===== src/rtl/boss_damage_ctrl.sv =====
// Boss damage scheduler: round-robin hit arbitration, saturating HP, invulnerability window.
// Optional HP regeneration is enabled by defining BOSS_REGEN_EN.
module boss_damage_ctrl #(
    parameter int N_SRC         = 3,
    parameter int BOSS_HP_MAX   = 100,
    parameter int INVULN_FRAMES = 8,
    parameter int PHASE2_HP     = 60,
`ifdef BOSS_REGEN_EN
    parameter int PHASE3_HP     = 25,
    parameter int REGEN_FRAMES  = 120
`else
    parameter int PHASE3_HP     = 25
`endif
) (
    input  logic               clk,
    input  logic               rst,
    input  logic               frame_tick,
    input  logic [1:0]         game_active,
    input  logic               game_start,
    input  logic [N_SRC-1:0]   hit_req,
    input  logic [4*N_SRC-1:0] hit_dmg,
    output logic [N_SRC-1:0]   hit_grant,
    output logic [6:0]         boss_hp,
    output logic [1:0]         boss_phase,
    output logic               boss_hurt,
    output logic               boss_defeated
);
    localparam int PTR_W = (N_SRC > 1) ? $clog2(N_SRC) : 1;
    localparam logic [1:0] ST_READY  = 2'd0;
    localparam logic [1:0] ST_INVULN = 2'd1;
    localparam logic [1:0] ST_DEAD   = 2'd2;
    localparam logic [6:0] HP_MAX    = 7'(BOSS_HP_MAX);

    // A zero damage nibble still costs one HP; subtraction clamps at zero.
    function automatic logic [6:0] sat_sub(input logic [6:0] hp, input logic [3:0] dmg);
        logic [6:0] dmg7;
        dmg7 = (dmg == 4'd0) ? 7'd1 : {3'd0, dmg};
        return (dmg7 >= hp) ? 7'd0 : (hp - dmg7);
    endfunction

    function automatic logic [1:0] phase_of(input logic [6:0] hp);
        if (hp > 7'(PHASE2_HP)) begin
            return 2'd0;
        end else if (hp > 7'(PHASE3_HP)) begin
            return 2'd1;
        end else begin
            return 2'd2;
        end
    endfunction

    logic [1:0]       state_r, state_s;
    logic [7:0]       inv_cnt_r, inv_cnt_s;
    logic [PTR_W-1:0] rr_ptr_r, rr_ptr_s;
    logic [PTR_W-1:0] idx_s, gidx_s;
    logic [6:0]       hp_s;
    logic [N_SRC-1:0] grant_s;
    logic [3:0]       dmg_arr_s [N_SRC];
    logic [3:0]       dmg_sel_s;
    logic             found_s;
    logic             qual_s;
`ifdef BOSS_REGEN_EN
    logic [15:0]      regen_cnt_r, regen_cnt_s;
`endif

    assign qual_s = frame_tick && (game_active == 2'd1);

    // Unpack per-source damage nibbles.
    always_comb begin
        for (int i = 0; i < N_SRC; i++) begin
            dmg_arr_s[i] = hit_dmg[4*i +: 4];
        end
    end

    // Round-robin search starting at the pointer, ascending with wrap.
    always_comb begin
        found_s   = 1'b0;
        gidx_s    = '0;
        idx_s     = '0;
        dmg_sel_s = 4'd0;
        for (int k = 0; k < N_SRC; k++) begin
            idx_s = PTR_W'((int'(rr_ptr_r) + k) % N_SRC);
            if (!found_s && hit_req[idx_s]) begin
                found_s   = 1'b1;
                gidx_s    = idx_s;
                dmg_sel_s = dmg_arr_s[idx_s];
            end else begin
                found_s   = found_s;
            end
        end
    end

    // Next-state logic for FSM, HP, pointer and grant.
    always_comb begin
        state_s   = state_r;
        inv_cnt_s = inv_cnt_r;
        rr_ptr_s  = rr_ptr_r;
        hp_s      = boss_hp;
        grant_s   = '0;
`ifdef BOSS_REGEN_EN
        regen_cnt_s = regen_cnt_r;
`endif
        if (qual_s) begin
            case (state_r)
                ST_READY: begin
                    if (found_s) begin
                        grant_s[gidx_s] = 1'b1;
                        hp_s     = sat_sub(boss_hp, dmg_sel_s);
                        rr_ptr_s = (gidx_s == PTR_W'(N_SRC - 1)) ? '0 : gidx_s + PTR_W'(1);
`ifdef BOSS_REGEN_EN
                        regen_cnt_s = 16'd0;
`endif
                        if (hp_s == 7'd0) begin
                            state_s   = ST_DEAD;
                            inv_cnt_s = 8'd0;
                        end else begin
                            state_s   = ST_INVULN;
                            inv_cnt_s = 8'(INVULN_FRAMES);
                        end
                    end else begin
`ifdef BOSS_REGEN_EN
                        if ((boss_hp > 7'd0) && (boss_hp < HP_MAX)) begin
                            if (regen_cnt_r + 16'd1 >= 16'(REGEN_FRAMES)) begin
                                hp_s        = boss_hp + 7'd1;
                                regen_cnt_s = 16'd0;
                            end else begin
                                regen_cnt_s = regen_cnt_r + 16'd1;
                            end
                        end else begin
                            regen_cnt_s = 16'd0;
                        end
`else
                        hp_s = boss_hp;
`endif
                    end
                end
                // Leaving on the frame the counter would hit zero yields exactly INVULN_FRAMES ignored frames.
                ST_INVULN: begin
                    if (inv_cnt_r <= 8'd1) begin
                        state_s   = ST_READY;
                        inv_cnt_s = 8'd0;
                    end else begin
                        inv_cnt_s = inv_cnt_r - 8'd1;
                    end
                end
                ST_DEAD: begin
                    state_s = ST_DEAD;
                end
                default: begin
                    state_s   = ST_READY;
                    inv_cnt_s = 8'd0;
                end
            endcase
        end else begin
            state_s = state_r;
        end
    end

    // State and registered outputs; game_start reloads exactly like rst.
    always_ff @(posedge clk) begin
        if (rst || game_start) begin
            state_r       <= ST_READY;
            inv_cnt_r     <= 8'd0;
            rr_ptr_r      <= '0;
            boss_hp       <= HP_MAX;
            hit_grant     <= '0;
            boss_phase    <= 2'd0;
            boss_hurt     <= 1'b0;
            boss_defeated <= 1'b0;
`ifdef BOSS_REGEN_EN
            regen_cnt_r   <= 16'd0;
`endif
        end else begin
            state_r       <= state_s;
            inv_cnt_r     <= inv_cnt_s;
            rr_ptr_r      <= rr_ptr_s;
            boss_hp       <= hp_s;
            hit_grant     <= grant_s;
            boss_phase    <= phase_of(hp_s);
            boss_hurt     <= (state_s == ST_INVULN);
            boss_defeated <= (hp_s == 7'd0);
`ifdef BOSS_REGEN_EN
            regen_cnt_r   <= regen_cnt_s;
`endif
        end
    end
endmodule


===== config.mk =====
export PLATFORM = sky130hd
export DESIGN_NAME = boss_damage_ctrl
export DESIGN_NICKNAME = d
export VERILOG_FILES = /design/src/rtl/boss_damage_ctrl.sv
export SDC_FILE = /design/constraint.sdc
export NUM_CORES = 1
export LEC_CHECK = 0
export BUFFER_PORTS_ARGS = -buffer_cell sky130_fd_sc_hd__buf_2
export CAP_MARGIN = 40
export CORE_ASPECT_RATIO = 0.8
export CORE_MARGIN = 2
export CORE_UTILIZATION = 35
export DETAILED_ROUTE_END_ITERATION = 6
export SYNTH_ARGS = -nofsm -noshare
export SYNTH_HDL_FRONTEND = slang
export SYNTH_SLANG_ARGS = --single-unit

===== constraint.sdc =====
create_clock -name clk -period 12.86 [get_ports clk]
set_clock_uncertainty 0.2 [all_clocks]
set_input_delay 1.929 -clock clk [delete_from_list [all_inputs] [get_ports clk]]
set_output_delay 1.929 -clock clk [all_outputs]
set_load 0.03 [all_outputs]

==> summary.md, run 1 <==
| Metric | Value |
|---|---|
| Clock-pin slew reported for the worst setup and hold paths after clock tree synthesis | 0.10 ns |
| Number of buffers created by CTS | 3 |
| Drt drc | 0 |
| Final Cycle Share | 42.6% |
| Number of antenna cells inserted | 0 |
| Final Slew Violations | 0 |
| Fraction of layout cells with a size suffix above 1 | 17.4% |
| Antenna violations before repair | 0 |
| Kind of critical path | in2reg |
| Max Cap Viol | 0 |
| Final ANT Viol Nets | 0 |
| Slew margin rel. | 48.7% |
| Most common library cell in the layout ignoring fill and taps | sky130_fd_sc_hd__buf_2 |
| Final setup vio count | 0 |
| H-tree depth reported by CTS | 1 |
| Drt wl/cell | 14.1 um |
| Worst Setup Start Kind | input pin |
| Worst EP required | 12.81 ns |
| Clock tree from TritonCTS | built |
| Largest net degree at the start of global routing | 20 |
| Buffer cell driving the clock tree root | sky130_fd_sc_hd__clkbuf_8 |
| Number of synthesized flops with an enable pin | 0 |
| Clock insertion delay at the later pin of the skew report | 0.28 ns |
| Total via count after detailed routing | a little over 2000 |
| Mapped Cells | roughly 260 |
| Setup bufs post-CTS | 0 |
| Time the worst path needs with I/O delays and setup | 5.48 ns |
| First-pass GRT wire length | 8740 um |
| Combined area of all synthesized cells | between 2000 and 2500 um^2 |
| Area of the core region | between 5000 and 6000 um^2 |
| Area added between synthesis and finish | 13.4% |
| Height of the die | 73.7 um |
| Leak | around 0.9 nW |
| Setup repair after global routing missed its margin | false |
| Placer's final routability congestion estimate | just over 0.9 |
| Number of global-route vias before repair | around 1800 |
| Type of destination of the critical path | flop |
| Total track usage | 15.9% |
| Mean area per synthesized cell | 8.15 um^2 |
| CTS sink cnt | 26 |
| Hold_buf cts | 0 |
| Register bit total from synthesis | 26 |
| Pre-Repair DR Iteration Count | 4 |
| Cell area after placement | between 2000 and 2500 um^2 |
| Buffers added on ports | 34 |
| Leading cell types in the layout, fill and taps excluded | sky130_fd_sc_hd__buf_2 (34), sky130_fd_sc_hd__dfxtp_1 (26), sky130_fd_sc_hd__nand2_1 (23) |
| Top_reg_cell synth | sky130_fd_sc_hd__dfxtp_1 |
| Detailed-route wire length | around 5200 um |
| Power per unit of standard cell area | 85.8 nW/um^2 |
| Number of synthesis warnings | 0 |
| Design Area, Final | 2410 um^2 |
| Max Fanout on Critical Path | 8 |
| Nets in the synthesized netlist | about 290 |
| Peak clock frequency supported by timing | about 180 MHz |
| Remaining global-route overflow | 0 |
| Worst VDD drop | 0.0000561 V |
| IO Pins | 35 |
| Vias per Instance | 5.51 |
| # fillers | approximately 630 |
| Number of placement rows | 25 |
| Transition time at the pin with the least slew margin | 0.769 ns |
| Async set-or-reset flop fraction in the synthesized netlist | 0% |
| Total Power Consumption | ~0.00021 W |
| # nets final | ~320 |
| Clock buffer depth | 2 |
| Class of the worst hold path | reg2reg |
| Die outline area | around 6700 um^2 |
| Post-cts gate resize count | 0 |
| Final hold violation count | 0 |
| HPWL Detailed | 4080 um |
| Status | finished clean |
| Sequential fraction of the synthesis area | 24.5% |
| DRC violation total after the first TritonRoute iteration | 112 |
| Count of different cell masters after synthesis | 63 |
| Die Span X | around 91 um |
| Data arrival, critical path | about 5.4 ns |
| Initial core utilization | 36.2% |
| Total Neg Setup Slack | 0 ns |
## sequential cells by signal, indices dropped and copies added, names as in the netlist
name           count
state_r            2
boss_defeated      1
boss_phase         2
hit_grant          3
rr_ptr_r           2
boss_hp            7
inv_cnt_r          8
boss_hurt          1
## layout make-up
cell class	count	area [um^2]	area share, %
Timing Repair Buffer	34	170	7.05
Clock buffer	3	41.3	1.71
Multi-Input combinational cell	210	1500	62.2
Clock inverter	1	30.0	1.24
Sequential cell	26	520	21.6
Tap cell	81	101	4.20
Inverter	13	48.8	2.02
## cell usage after synthesis, types with 2 or more instances
master,number,share of area [%]
sky130_fd_sc_hd__a21oi_1,16,3.8
sky130_fd_sc_hd__a32o_1,2,0.94
sky130_fd_sc_hd__a22oi_1,2,0.71
sky130_fd_sc_hd__o21ai_0,6,1.4
sky130_fd_sc_hd__buf_1,2,0.35
sky130_fd_sc_hd__a31oi_1,2,0.59
sky130_fd_sc_hd__dfxtp_1,26,24
sky130_fd_sc_hd__xnor2_1,2,0.82
sky130_fd_sc_hd__or2_2,2,0.59
sky130_fd_sc_hd__nor3_1,11,2.6
sky130_fd_sc_hd__and2_1,6,1.8
sky130_fd_sc_hd__buf_2,4,0.94
sky130_fd_sc_hd__clkbuf_1,4,0.71
sky130_fd_sc_hd__o41ai_1,2,0.82
sky130_fd_sc_hd__nor2b_1,6,1.8
sky130_fd_sc_hd__nand2_1,23,4.1
sky130_fd_sc_hd__o2111ai_1,3,1.2
sky130_fd_sc_hd__nor2_1,20,3.5
sky130_fd_sc_hd__nand4_1,2,0.59
sky130_fd_sc_hd__a2bb2oi_1,5,2.1
sky130_fd_sc_hd__nand3b_1,4,1.4
sky130_fd_sc_hd__nor4_1,5,1.5
sky130_fd_sc_hd__o21ai_1,6,1.4
sky130_fd_sc_hd__mux2i_1,15,7.1
sky130_fd_sc_hd__a221oi_1,2,0.82
sky130_fd_sc_hd__o211ai_1,9,3.2
sky130_fd_sc_hd__xor2_1,4,1.6
sky130_fd_sc_hd__inv_1,13,2.3
sky130_fd_sc_hd__and3_1,2,0.59
sky130_fd_sc_hd__ha_1,11,6.5
sky130_fd_sc_hd__o21a_1,4,1.4
sky130_fd_sc_hd__a21o_1,2,0.71
sky130_fd_sc_hd__o31ai_1,4,1.4
sky130_fd_sc_hd__nand3_1,4,0.94
sky130_fd_sc_hd__a211o_1,2,0.82
## power by group
| group | total [W] | switching [W] | leakage [nW] | internal, W |
|---|---|---|---|---|
| clock | 0.0000695 | 0.0000278 | 0.0357 | 0.0000417 |
| combinational | 0.0000543 | 0.0000331 | 0.630 | 0.0000212 |
| sequential | 0.0000833 | 0.00000164 | 0.210 | 0.0000817 |
| total | 0.000207 | 0.0000626 | 0.876 | 0.000145 |
## metrics by stage
| step | worst slack [ns] | hold WS [ns] | utilization [%] | cells |
|---|---|---|---|---|
| after floorplan | 7.53 | 0.265 | - | 261 |
| after global placement | 7.20 | 0.285 | 39.8 | 364 |
| after detailed placement | 7.07 | 0.291 | 39.8 | 364 |
| after CTS | 7.37 | 0.305 | 41.0 | 368 |
| after global routing | 6.95 | 0.334 | 41.0 | 368 |
| final | 7.38 | 0.315 | 41.0 | 368 |
## path summary, 6_finish.rpt
check                     from            to  slack [ns]  cells after the start
setup / recovery    hit_req[2]     boss_hurt        7.38                     14
hold / removal    inv_cnt_r[7]  inv_cnt_r[7]        0.32                      2
setup reg to reg   rr_ptr_r[0]     boss_hurt        7.80                     16
hold reg to reg   inv_cnt_r[7]  inv_cnt_r[7]        0.32                      2
## cells by family (layout without fill, tap and decap cells)
kind of cell               count (synthesis)  in the layout  share of synthesized area [%]
AOI/OAI and AO/OA                         86             86                           31.9
xor gates and xnor gates                   6              6                           2.47
adders and majority gates                 12             12                           7.41
buffers and inverters                     25             51                           5.00
DFF                                       26             26                           24.5
muxes                                     15             15                           7.05
and+or+nand+nor                           91             91                           21.8
## critical path, cell delays in order
cell and delay [ns]:
sky130_fd_sc_hd__buf_2 0.11, sky130_fd_sc_hd__mux2i_1 0.32, sky130_fd_sc_hd__o2bb2ai_4 0.17, sky130_fd_sc_hd__o311ai_0 0.33, sky130_fd_sc_hd__a21boi_1 0.34, sky130_fd_sc_hd__o221ai_1 0.19, sky130_fd_sc_hd__ha_1 0.23, sky130_fd_sc_hd__fa_1 0.39
sky130_fd_sc_hd__nor2b_1 0.13, sky130_fd_sc_hd__o21ai_1 0.11, sky130_fd_sc_hd__and3_1 0.22, sky130_fd_sc_hd__o41a_1 0.42, sky130_fd_sc_hd__o41ai_1 0.40, sky130_fd_sc_hd__a221oi_1 0.14
## routing by layer
layer  track usage (%)  vias up  part of all wire, %
li1                  -     1034                    -
met1              23.3      948                   53
met2              24.5       40                   42
met3              2.87        4                  4.4
met4              3.20        0                 0.69
met5                 0        -                    0
(Power assumes the default switching activity.)
==> run 2: changes to the inputs <==
==> constraint.sdc (replaced) <==
create_clock -name clk -period 4.6 [get_ports clk]
set_clock_uncertainty 0.2 [all_clocks]
set_input_delay 0.69 -clock clk [delete_from_list [all_inputs] [get_ports clk]]
set_output_delay 0.69 -clock clk [all_outputs]
set_load 0.03 [all_outputs]
==> summary.md, run 2 (synthesis gave the netlist of run 1 again) <==
| Metric | Value |
|---|---|
| Max Cap Viol | 0 |
| Type of destination of the critical path | flop |
| Die outline area | 6720 um^2 |
| H-tree depth reported by CTS | 1 |
| Clock insertion delay at the later pin of the skew report | between 0.2 and 0.3 ns |
| Post-route non-filler standard cell count | 378 |
| Part of the total power dissipated in sequential elements | around 40% |
| Placer's final routability congestion estimate | 0.857 |
| Fraction of layout cells with a size suffix above 1 | a little over a fifth |
| Clock buffer depth | 2 |
| Total via count after detailed routing | 2119 |
| Switch share | 29.7% |
| Hold_buf cts | 0 |
| Final hold violation count | 0 |
| Number of placement rows | 25 |
| Class of the worst hold path | reg2reg |
| HPWL Detailed | 4160 um |
| Total instance count after detailed placement | 374 |
| Detailed-route wire length | 5380 um |
| Clock-pin slew reported for the worst setup and hold paths after clock tree synthesis | 0.09 ns |
| Max Fanout on Critical Path | 8 |
| Number of antenna cells inserted | 0 |
| First-pass GRT wire length | 8900 um |
| Remaining global-route overflow | 0 |
| Initial core utilization | 36.2% |
| Worst EP required | 4.62 ns |
| Power per unit of standard cell area | 232 nW/um^2 |
| Transition time at the pin with the least slew margin | 0.785 ns |
| Antenna violations before repair | 0 |
| Status | finished clean |
| Final Slew Violations | 0 |
| Buffer cell driving the clock tree root | sky130_fd_sc_hd__clkbuf_8 |
| Internal power contribution | 0.000410 W |
| Worst Setup Start Kind | flop |
| Leading cell types in the layout, fill and taps excluded | sky130_fd_sc_hd__buf_2 (34), sky130_fd_sc_hd__dfxtp_1 (26), sky130_fd_sc_hd__nand2_1 (23) |
| Drt drc | 0 |
| Height of the die | 73.7 um |
| Final setup vio count | 0 |
| Pre-Repair DR Iteration Count | 4 |
| Data arrival, critical path | 4.35 ns |
| Switching power summed over all nets | 0.000173 W |
| Final hold slack | approximately 0.31 ns |
| Worst VDD drop | 0.000102 V |
| Area of the core region | 5880 um^2 |
| Peak clock frequency supported by timing | about 230 MHz |
| Area added between synthesis and finish | 18.3% |
| Leak | 0.932 nW |
| Time the worst path needs with I/O delays and setup | 4.33 ns |
| Clock power frac | 32.3% |
| Largest net degree at the start of global routing | 20 |
| Number of flip-flops under the largest register name | 8 |
| Vias per Instance | 5.61 |
| Post-cts gate resize count | 0 |
| Drt wl/cell | between 10 and 15 um |
| # nets final | 331 |
| DRC violation total after the first TritonRoute iteration | between 150 and 200 |
| Total track usage | 16.0% |
| Die Span X | 91.2 um |
| Registers with the most flip-flops | inv_cnt_r: 8 flops, boss_hp: 7 flops, hit_grant: 3 flops |
| Number of global-route vias before repair | approximately 1900 |
| Kind of critical path | reg2reg |
| Number of buffers created by CTS | 3 |
| Slew margin rel. | 47.7% |
| Largest register by flop count | inv_cnt_r |
| Clock tree from TritonCTS | built |
| Setup bufs post-CTS | 0 |
| Final ANT Viol Nets | 0 |
| IO Pins | 35 |
| Buffers added on ports | 34 |
| CTS sink cnt | 26 |
| Final Cycle Share | ~94% |
| Comb pwr share | 27.7% |
| Most common library cell in the layout ignoring fill and taps | sky130_fd_sc_hd__buf_2 |
## run 2: power by group through the flow
stage	sequential [W]	combinational [W]	clock (W)
after CTS	0.000233	0.000157	0.000194
final	0.000233	0.000162	0.000189
after floorplan	0.000239	0.000110	0
after global placement	0.000238	0.000155	0
after detailed placement	0.000238	0.000156	0
after global routing	0.000234	0.000179	0.000205
## run 2: final timing paths
kind | depth (start not counted) | startpoint | slack [ns] | endpoint
worst max-delay path | 16 | rr_ptr_r[0] | 0.27 | state_r[1]
worst min-delay path | 2 | inv_cnt_r[4] | 0.31 | inv_cnt_r[4]
worst max register to register | 16 | rr_ptr_r[0] | 0.27 | state_r[1]
worst min register to register | 2 | inv_cnt_r[4] | 0.31 | inv_cnt_r[4]
## run 2: final cells by class
| type | count | area [um^2] |
|---|---|---|
| inverters | 13 | 48.8 |
| fillers | 607 | 3360 |
| multi-input cells | 210 | 1530 |
| flip-flops and latches | 26 | 520 |
| clock buffers | 3 | 41.3 |
| clock inverters | 1 | 30.0 |
| well taps | 81 | 101 |
| repair buffers | 44 | 245 |
## run 2: metrics by stage
step	power (W)	TNS [ns]	setup slack, ns	util (%)	cell area [um^2]
finish	0.000583	0	0.268	42.8	2520
global route	0.000618	-0.0216	-0.0216	42.8	2520
CTS	0.000584	0	0.137	42.3	2490
detailed placement	0.000394	0	0.141	41.1	2420
global placement	0.000393	0	0.278	41.1	2420
floorplan	0.000349	0	0.345	-	2130
## run 2: layer usage
| metal | part of all wire, % | global-route usage [%] |
|---|---|---|
| met5 | 0 | 0 |
| met4 | 0.33 | 2.69 |
| met3 | 6.3 | 2.46 |
| met2 | 43 | 25.2 |
| met1 | 50 | 23.5 |
## run 2: worst max-delay path, cell delays in order (launching register included)
cell and delay [ns]:
sky130_fd_sc_hd__dfxtp_1 0.40, sky130_fd_sc_hd__inv_1 0.08, sky130_fd_sc_hd__ha_1 0.36, sky130_fd_sc_hd__nor2b_1 0.15, sky130_fd_sc_hd__buf_4 0.17, sky130_fd_sc_hd__o2bb2ai_4 0.17, sky130_fd_sc_hd__o311ai_1 0.28, sky130_fd_sc_hd__a21boi_2 0.21
sky130_fd_sc_hd__o221ai_1 0.16, sky130_fd_sc_hd__ha_1 0.23, sky130_fd_sc_hd__fa_1 0.40, sky130_fd_sc_hd__nor2b_1 0.14, sky130_fd_sc_hd__o21ai_1 0.12, sky130_fd_sc_hd__and3_1 0.23, sky130_fd_sc_hd__o41a_1 0.44, sky130_fd_sc_hd__o41ai_2 0.34
sky130_fd_sc_hd__and3_1 0.19
